## config.mk

```make
export PLATFORM = sky130hd
export DESIGN_NAME = ddr_write_arbiter
export DESIGN_NICKNAME = d
export VERILOG_FILES = /design/src/rtl/ddr_arb_pkg.sv /design/src/rtl/rr_priority_select.sv /design/src/rtl/ddr_write_arbiter.sv
export SDC_FILE = /design/constraint.sdc
export NUM_CORES = 1
export LEC_CHECK = 0
export CAP_MARGIN = 20
export CORE_AREA = 2 2 210 212
export CTS_CLUSTER_DIAMETER = 120
export DETAILED_ROUTE_END_ITERATION = 12
export DIE_AREA = 0 0 212 214
export PLACE_DENSITY = 0.55
export SETUP_SLACK_MARGIN = 0.1
export SYNTH_ARGS = -nofsm -noshare
export SYNTH_HDL_FRONTEND = slang
export SYNTH_SLANG_ARGS = --single-unit
```

## constraint.sdc

```tcl
create_clock -name clk_ram -period 2.16 [get_ports clk_ram]
set_input_delay 0.432 -clock clk_ram [delete_from_list [all_inputs] [get_ports clk_ram]]
set_output_delay 0.432 -clock clk_ram [all_outputs]
set_load 0.03 [all_outputs]
```

## src/rtl/ddr_arb_pkg.sv

```systemverilog
// Shared definitions for the DDR user-interface arbiters.
package ddr_arb_pkg;

  localparam int DDR_ADDR_BITS = 29;
  localparam int DDR_DATA_BITS = 128;
  localparam logic [2:0] DDR_CMD_WRITE = 3'b000;

  typedef enum logic [1:0] {
    IDLE  = 2'd0,
    ISSUE = 2'd1,
    ACK   = 2'd2
  } arb_state_t;

endpackage

```

## src/rtl/rr_priority_select.sv

```systemverilog
// Combinational round-robin encoder: returns the first requester found when
// scanning upward from last_grant+1, wrapping modulo NUM_PORTS.
module rr_priority_select #(
  parameter int NUM_PORTS = 2,
  parameter int IDX_BITS  = 1
) (
  input  logic [NUM_PORTS-1:0] req,
  input  logic [IDX_BITS-1:0]  last_grant,
  output logic [IDX_BITS-1:0]  grant,
  output logic                 grant_valid
);

  logic [IDX_BITS-1:0] idx;

  // Scan from farthest to nearest so the nearest requester is written last and wins.
  always_comb begin
    // NOTE: every output gets a default before the loop so no path leaves it unassigned (no latch).
    grant       = '0;
    grant_valid = 1'b0;
    idx         = '0;
    for (int i = NUM_PORTS; i >= 1; i--) begin
      idx = IDX_BITS'((int'(last_grant) + i) % NUM_PORTS);
      if (req[idx]) begin
        grant       = idx;
        grant_valid = 1'b1;
      end
    end
  end

endmodule

```

## src/rtl/ddr_write_arbiter.sv

```systemverilog
// Round-robin write arbiter in front of the DDR controller user interface.
// Each grant becomes one write command plus one full-width data beat, then a
// single-cycle ack back to the granted source.
module ddr_write_arbiter
  import ddr_arb_pkg::*;
#(
  parameter int NUM_PORTS = 2,
  parameter int ADDR_BITS = DDR_ADDR_BITS,
  parameter int DATA_BITS = DDR_DATA_BITS
) (
  input  logic                           clk_ram,
  input  logic                           rst,
  input  logic                           ram_ready,
  input  logic [NUM_PORTS-1:0]           port_wr_en,
  input  logic [NUM_PORTS*ADDR_BITS-1:0] port_wr_addr,
  input  logic [NUM_PORTS*DATA_BITS-1:0] port_wr_data,
  output logic [NUM_PORTS-1:0]           port_wr_ack,
  output logic                           app_en,
  output logic [2:0]                     app_cmd,
  output logic [ADDR_BITS-1:0]           app_addr,
  input  logic                           app_rdy,
  output logic                           app_wdf_wren,
  output logic [DATA_BITS-1:0]           app_wdf_data,
  output logic                           app_wdf_end,
  output logic [DATA_BITS/8-1:0]         app_wdf_mask,
  input  logic                           app_wdf_rdy,
  output logic [31:0]                    perf_writes
);

  localparam int IDX_BITS = (NUM_PORTS > 1) ? $clog2(NUM_PORTS) : 1;

  arb_state_t          state;
  logic [IDX_BITS-1:0] last_grant;
  logic [IDX_BITS-1:0] grant;
  logic [IDX_BITS-1:0] sel;
  logic                sel_valid;
  logic                cmd_done;
  logic                data_done;
  logic                cmd_now;
  logic                data_now;

  rr_priority_select #(
    .NUM_PORTS(NUM_PORTS),
    .IDX_BITS (IDX_BITS)
  ) u_select (
    .req        (port_wr_en),
    .last_grant (last_grant),
    .grant      (sel),
    .grant_valid(sel_valid)
  );

  // Handshake completions happening in the current cycle.
  assign cmd_now      = app_en & app_rdy;
  assign data_now     = app_wdf_wren & app_wdf_rdy;

  // Fixed command fields: writes only, single-beat bursts, no byte masking.
  assign app_cmd      = DDR_CMD_WRITE;
  assign app_wdf_end  = app_wdf_wren;
  assign app_wdf_mask = '0;

  // Arbitration FSM with all interface outputs registered.
  // NOTE: reset is synchronous here because the controller clock domain resets that way.
  always_ff @(posedge clk_ram) begin
    if (rst) begin
      state        <= IDLE;
      last_grant   <= IDX_BITS'(NUM_PORTS - 1);
      grant        <= '0;
      cmd_done     <= 1'b0;
      data_done    <= 1'b0;
      app_en       <= 1'b0;
      app_wdf_wren <= 1'b0;
      app_addr     <= '0;
      app_wdf_data <= '0;
      port_wr_ack  <= '0;
      perf_writes  <= '0;
    end else begin
      // NOTE: non-blocking assignments so every register samples pre-edge values.
      case (state)
        IDLE: begin
          if (ram_ready && sel_valid) begin
            grant        <= sel;
            app_addr     <= port_wr_addr[sel*ADDR_BITS +: ADDR_BITS];
            app_wdf_data <= port_wr_data[sel*DATA_BITS +: DATA_BITS];
            app_en       <= 1'b1;
            app_wdf_wren <= 1'b1;
            cmd_done     <= 1'b0;
            data_done    <= 1'b0;
            state        <= ISSUE;
          end
        end
        ISSUE: begin
          if (cmd_now) begin
            app_en   <= 1'b0;
            cmd_done <= 1'b1;
          end
          if (data_now) begin
            app_wdf_wren <= 1'b0;
            data_done    <= 1'b1;
          end
          if ((cmd_done || cmd_now) && (data_done || data_now)) begin
            port_wr_ack <= NUM_PORTS'(1) << grant;
            state       <= ACK;
          end
        end
        ACK: begin
          port_wr_ack <= '0;
          perf_writes <= perf_writes + 32'd1;
          last_grant  <= grant;
          state       <= IDLE;
        end
        default: state <= IDLE;
      endcase
    end
  end

endmodule

```

==> results_dict.tcl, run 1 <==
set metrics [dict create \
    crit_fanout 2 \
    power_mw 10.1 \
    switchingPower_mw 3.16 \
    fin_crit_ns 2.01 \
    cp.required_ns 1.73 \
    use_met1 0.173 \
    fin_hold_ws_ns 0.380 \
    fillers 4360 \
    drt_first_pass_iters 4 \
    grt.total_usage 0.153 \
    syn_area_per_cell_um2 9.34 \
    seq_area_um2 4000 \
    layout-drive-gt1-share 0.0856 \
    root_buffer "clkbuf_16" \
    hold_path_depth 2 \
    maxSlewHeadroom 0.661 \
    critPathBufInv 1 \
    wl_per_cell_um 17.1 \
    p_comb_frac 0.274 \
    yosysUniqueCellTypes 44 \
    worst_slew_pin_slew_ns 0.510 \
    io_buffers 514 \
    hp-class "in2reg" \
    skew_ns 0.0113 \
    ys.flop_type "dfxtp_1" \
    start_util 0.208 \
    cts_htree_levels 4 \
    start_kind "flip-flop" \
    clk_pin_slew_ns 0.08 \
    grt_max_degree 47 \
    grt_pass1_wl_mm 52.4 \
    synth-seq-cells 199 \
    yosys_warnings 0 \
    multi_input_area_um2 4520 \
    antenna_found_initial 2 \
    fmax_mhz 497 \
    synth_area_leaders "dfxtp_1 45%, mux2i_1 18%, a211oi_1 13%" \
    gp_congestion 0.802 \
    r2r_setup_slack_ns 0.18 \
    grt_remaining_overflow 0 \
    reg2reg_depth 4 \
    fin_util 0.365 \
    rsz0062_at_grt "no" \
    slowest_stage "clkdlybuf4s50_1" \
    end_kind "output pin" \
    crit_arrival_ns 1.58 \
    async_reset_ff_frac 0 \
    grt_pass1_vias 8971 \
    core_area_um2 42900 \
    drcViolationCount 0 \
    vias 8885 \
    swShare 0.313 \
    holdPathEnd "grant$_SDFFE_PP0P_" \
    setup.worst_path.class "reg2out" \
    ios 534 \
    pwr-share-clk 0.321 \
    finalMaxSlewViolations 0 \
    fin_area_um2 15600 \
    hold_violations 0 \
    pwr_density_cell_nw_per_um2 646 \
    drt_iter0_drc 311 \
    top_usage_layer "met2" \
    max-cap-violations 0 \
    min_from "rst" \
    routed_wl_mm 35.4 \
    yosysTopAreaCell "dfxtp_1" \
    r2r_end "perf_writes[31]$_SDFFE_PP0P_" \
    synth_top_area_frac 0.447 \
    die_area_um2 45400 \
    crit_chain "clkdlybuf4s50_1" \
    num_rows 76 \
    max-vdd-ir-drop_v 0.000527 \
    insertion_delay_ns 0.49 \
    power.internal_mw 6.94 \
    final_nets 1793 \
    cts_num_sinks 199 \
    crit_start "app_wdf_data[59]$_SDFFE_PP0P_" \
    synth_seq_area_share 0.447 \
    cts_tree "yes" \
    place_area_um2 15100 \
    power_leakage_nw 5.86 \
    die_w_um 212 \
    grtUsageMet2 0.259 \
    synth_cells 954 \
    via_per_inst 4.29 \
    met3_usage 0.0682 \
    synthMostInstantiatedCell "dfxtp_1" \
    ant_nets 0 \
    ctsLongestPathBuffers 2 \
    dp_hpwl_mm 27.6 \
    fp.dieH_um 214 \
    synth-edff-count 0 \
    finalSetupTns_ns 0 \
    cts_buffers 17 \
    syn2layout_area_growth_pct 75.6 \
    fin_crit_sh 0.932 \
    seq_power_share 0.405 \
    synth_common_cells "199 x dfxtp_1, 176 x nor2_1, 157 x a211oi_1, 157 x mux2i_1, 58 x clkbuf_1" \
    worstReg2RegStart "perf_writes[16]$_SDFFE_PP0P_" \
    netlist_area_um2 8910 \
    finalSetupViolations 0 \
    slowest_delay_ns 0.75 \
    cpLargestDelayFamily "buffers and inverters" \
    outcome "complete, no violations" \
]
==> stage by stage <==
stage	worst slack (ns)	instances
4_1_cts	0.101	2066
5_1_grt	0.0643	2070
6_report	0.146	2070
2_1_floorplan	0.100	972
3_5_place_dp	-0.104	2034
3_3_place_gp	-0.0717	2034
==> cell usage in the layout (no fill, tap or decap), drive strengths merged, types with 3 or more instances in the layout <==
cell,instances
dfxtp,199
a211oi,157
xor2,5
xnor2,6
buf,71
and4,3
o21ai,7
or3,8
nand4,7
clkinv,5
dlygate4sd2,37
a211o,3
or2,3
conb,19
dlymetal6s2s,8
clkbuf,19
o31ai,13
a21oi,29
nand2,19
clkdlybuf4s50,468
or4,20
mux2i,157
nor2,176
nand3,10
inv,12
==> power by group through the flow <==
stage | Combinational (mW) | Clock, mW | Sequential [mW]
after floorplan | 0.819 | 0 | 4.68
after global placement | 2.81 | 0 | 4.16
after detailed placement | 2.82 | 0 | 4.17
after CTS | 2.81 | 3.40 | 4.09
after global routing | 2.96 | 3.49 | 4.13
final | 2.77 | 3.24 | 4.09
==> logic make-up (layout without fill, tap and decap cells) <==
group	count (synthesis)	in the layout	share of synthesized area
simple gates	257	258	0.131
flops	199	199	0.447
buf+inv	112	623	0.0595
mux	157	157	0.176
compound gates	216	216	0.173
other cells	1	20	0.000421
xor+xnor	11	11	0.0108
fa+ha+maj	1	1	0.00140
==> sequential cells by signal, summed over array words and instances (netlist names) <==
| signal | cells |
|---|---|
| grant | 1 |
| app_wdf_end | 1 |
| app_addr | 29 |
| data_done | 1 |
| port_wr_ack | 2 |
| perf_writes | 32 |
| state | 2 |
| last_grant | 1 |
| app_en | 1 |
| cmd_done | 1 |
| app_wdf_data | 128 |
==> final cells by class <==
class / count / share of cell area
tap: 585 / 0.0468
clock inverter: 13 / 0.00768
multi-input combinational: 662 / 0.289
antenna: 1 / 0.000160
inverter: 7 / 0.00168
sequential: 199 / 0.256
clock buffer: 19 / 0.0283
timing repair buffer: 584 / 0.371
==> worst reg2reg max path, cell delays in order, from the launching register on <==
cell and delay [ns]:
dfxtp_1 0.42, nand4_1 0.21, or4_4 0.61, or4_1 0.53, a21oi_1 0.15
==> how the worst max path moves through the flow <==
stage | end | slack (ns) | cells past startpoint
global placement | app_wdf_data[101]$_SDFFE_PP0P_ | -0.07 | 6
finish | app_wdf_data[59] | 0.15 | 1
CTS | perf_writes[15] | 0.10 | 1
detailed placement | app_wdf_data[75]$_SDFFE_PP0P_ | -0.10 | 6
floorplan | perf_writes[22]$_SDFFE_PP0P_ | 0.10 | 5
global route | perf_writes[31]$_SDFFE_PP0P_ | 0.06 | 4
==> what timing repair did <==
item,4_1_cts,5_1_grt
setup endpoints to repair,38,16
cloned,0,1
hold buffers,0,0
setup buffers,0,2
resized for setup,38,13
pin swaps,0,3
==> layer usage <==
layer / share of wire / up-vias
li1: - / 4474
met1: 0.41 / 4070
met2: 0.48 / 308
met3: 0.092 / 33
met4: 0.016 / 0
met5: 0 / -
Power figures use the tool's default switching activity.
==> run 2, diff against run 1 <==
--- a/config.mk
+++ b/config.mk
@@ -5,7 +5,7 @@
 export SDC_FILE = /design/constraint.sdc
 export NUM_CORES = 1
 export LEC_CHECK = 0
-export CAP_MARGIN = 20
+export CAP_MARGIN = 25
 export CORE_AREA = 2 2 210 212
 export CTS_CLUSTER_DIAMETER = 120
 export DETAILED_ROUTE_END_ITERATION = 12
==> constraint.sdc (replaced) <==
create_clock -name clk_ram -period 1.9 [get_ports clk_ram]
set_input_delay 0.38 -clock clk_ram [delete_from_list [all_inputs] [get_ports clk_ram]]
set_output_delay 0.38 -clock clk_ram [all_outputs]
set_load 0.03 [all_outputs]
==> run 2 against run 1 <==
Against the previous run:
- clock skew is 0.0034 ns lower
- clock power increased by 15%
- via count grew 2.5%
- first-iteration DRC count grew 7.1%
- largest cell class unchanged
- highest routed layer is now met5
==> results_dict.tcl, run 2 (same netlist as run 1, synthesis figures left out) <==
set metrics [dict create \
    outcome "complete, no violations" \
    layout-drive-gt1-share 0.131 \
    syn2layout_area_growth_pct 78.5 \
    slowest_stage "or4_4" \
    cts_htree_levels 4 \
    wl_per_cell_um 17.2 \
    grt_remaining_overflow 0 \
    reg2reg_depth 4 \
    pwr_density_cell_nw_per_um2 711 \
    dp_hpwl_mm 28.3 \
    die_w_um 212 \
    max-cap-violations 0 \
    rsz0062_at_grt "yes" \
    clk_pin_slew_ns 0.07 \
    placed_cells 2049 \
    critPathBufInv 0 \
    cts_num_sinks 199 \
    cp.required_ns 2.29 \
    final_nets 1818 \
    finalMaxSlewViolations 0 \
    insertion_delay_ns 0.46 \
    drcViolationCount 0 \
    crit_arrival_ns 2.26 \
    cts_buffers 17 \
    core_area_um2 42900 \
    grt.total_usage 0.156 \
    fillers 4380 \
    vias 9109 \
    die_area_um2 45400 \
    ios 534 \
    cpLargestDelayFamily "simple AND/OR/NAND/NOR gates" \
    via_per_inst 4.35 \
    hp-class "in2reg" \
    grt_pass1_wl_mm 53.9 \
    start_kind "flip-flop" \
    fin_ws_ns 0.0321 \
    fmax_mhz 535 \
    fin_crit_ns 1.87 \
    max-vdd-ir-drop_v 0.000420 \
    root_buffer "clkbuf_16" \
    ant_nets 0 \
    slowest_delay_ns 0.62 \
    final_cell_mix "319 x clkdlybuf4s50_1, 187 x dlygate4sd2_1, 175 x nor2_1" \
    finalSetupViolations 0 \
    finalSetupTns_ns 0 \
    num_rows 76 \
    ctsLongestPathBuffers 2 \
    drt_first_pass_iters 4 \
    fin_cells 2096 \
    largest_register_ffs 128 \
    multi_input_area_um2 4670 \
    top_register "app_wdf_data" \
    skew_ns 0.00794 \
    fin_hold_ws_ns 0.390 \
    io_buffers 514 \
    power_leakage_nw 6.47 \
    grt_max_degree 49 \
    place_ws_ns -0.246 \
    routed_wl_mm 36.1 \
    hold_violations 0 \
    seq_area_um2 4070 \
    cp.depth 4 \
    grt_pass1_vias 9293 \
    hold_path_depth 2 \
    start_util 0.208 \
    final_common_cell "clkdlybuf4s50_1" \
    crit_fanout 8 \
    fin_crit_sh 0.983 \
    cts_tree "yes" \
    fp.dieH_um 214 \
    reg.largest.list "app_wdf_data x128, perf_writes x32, app_addr x29" \
    setup.worst_path.class "reg2reg" \
    antenna_found_initial 4 \
    gp_congestion 0.846 \
    drt_iter0_drc 333 \
    end_kind "flip-flop" \
    crit_chain "nand4_1 > or4_4 > or4_1 > a21oi_1" \
]
## run 2: worst register-to-register path, cell delays in order (launching register included)
cell and delay (ns):
dfxtp_4 0.34, nand4_1 0.19, or4_4 0.62, or4_1 0.50, a21oi_1 0.14
## run 2: area by class of cell
cell class | count | area share
tap | 585 | 0.0460
multi-input combinational | 663 | 0.294
inverter | 7 | 0.00165
sequential | 199 | 0.255
antenna | 2 | 0.000315
clock buffer | 22 | 0.0312
timing repair buffer | 608 | 0.366
clock inverter | 10 | 0.00566
## run 2: final timing paths
check / slack (ns) / startpoint / endpoint
setup / recovery: 0.03 / perf_writes[18]$_SDFFE_PP0P_ / perf_writes[31]$_SDFFE_PP0P_
hold / removal: 0.39 / rst / app_wdf_data[127]$_SDFFE_PP0P_
setup reg to reg: 0.03 / perf_writes[18]$_SDFFE_PP0P_ / perf_writes[31]$_SDFFE_PP0P_
hold reg to reg: 0.49 / perf_writes[31]$_SDFFE_PP0P_ / perf_writes[31]$_SDFFE_PP0P_
## run 2: what timing repair did
| item | CTS | global route |
|---|---|---|
| cloned | 2 | 0 |
| endpoints found under the hold margin | 0 | 0 |
| gates resized for setup | 208 | 31 |
| setup buffers | 2 | 9 |
| hold buffers | 0 | 0 |
| endpoints found under the setup margin | 206 | 34 |
| pin swaps | 3 | 13 |
## run 2: report_power, final
part           leakage [nW]  switching, mW  internal [mW]
logic                  4.53           1.59           1.40
registers              1.66          0.166           4.45
clock network         0.287           1.71           2.00
total                  6.47           3.47           7.85
## run 2: metal layers
metal | track usage | vias to the layer above | routed length (µm) | part of all wire
li1 | - | 4540 | - | -
met5 | 0 | - | 29 | 0.00080
met4 | 0.0596 | 4 | 832 | 0.023
met2 | 0.262 | 336 | 17300 | 0.48
met1 | 0.173 | 4185 | 14700 | 0.41
met3 | 0.0666 | 44 | 3300 | 0.091
## run 2: stage by stage
step                cell area, µm²   util  power [mW]
floorplan                     9090      -        6.23
global placement             15300  0.357        7.93
detailed placement           15300  0.357        7.94
CTS                          15700  0.367        11.5
global route                 15900  0.371        11.9
finish                       15900  0.371        11.3
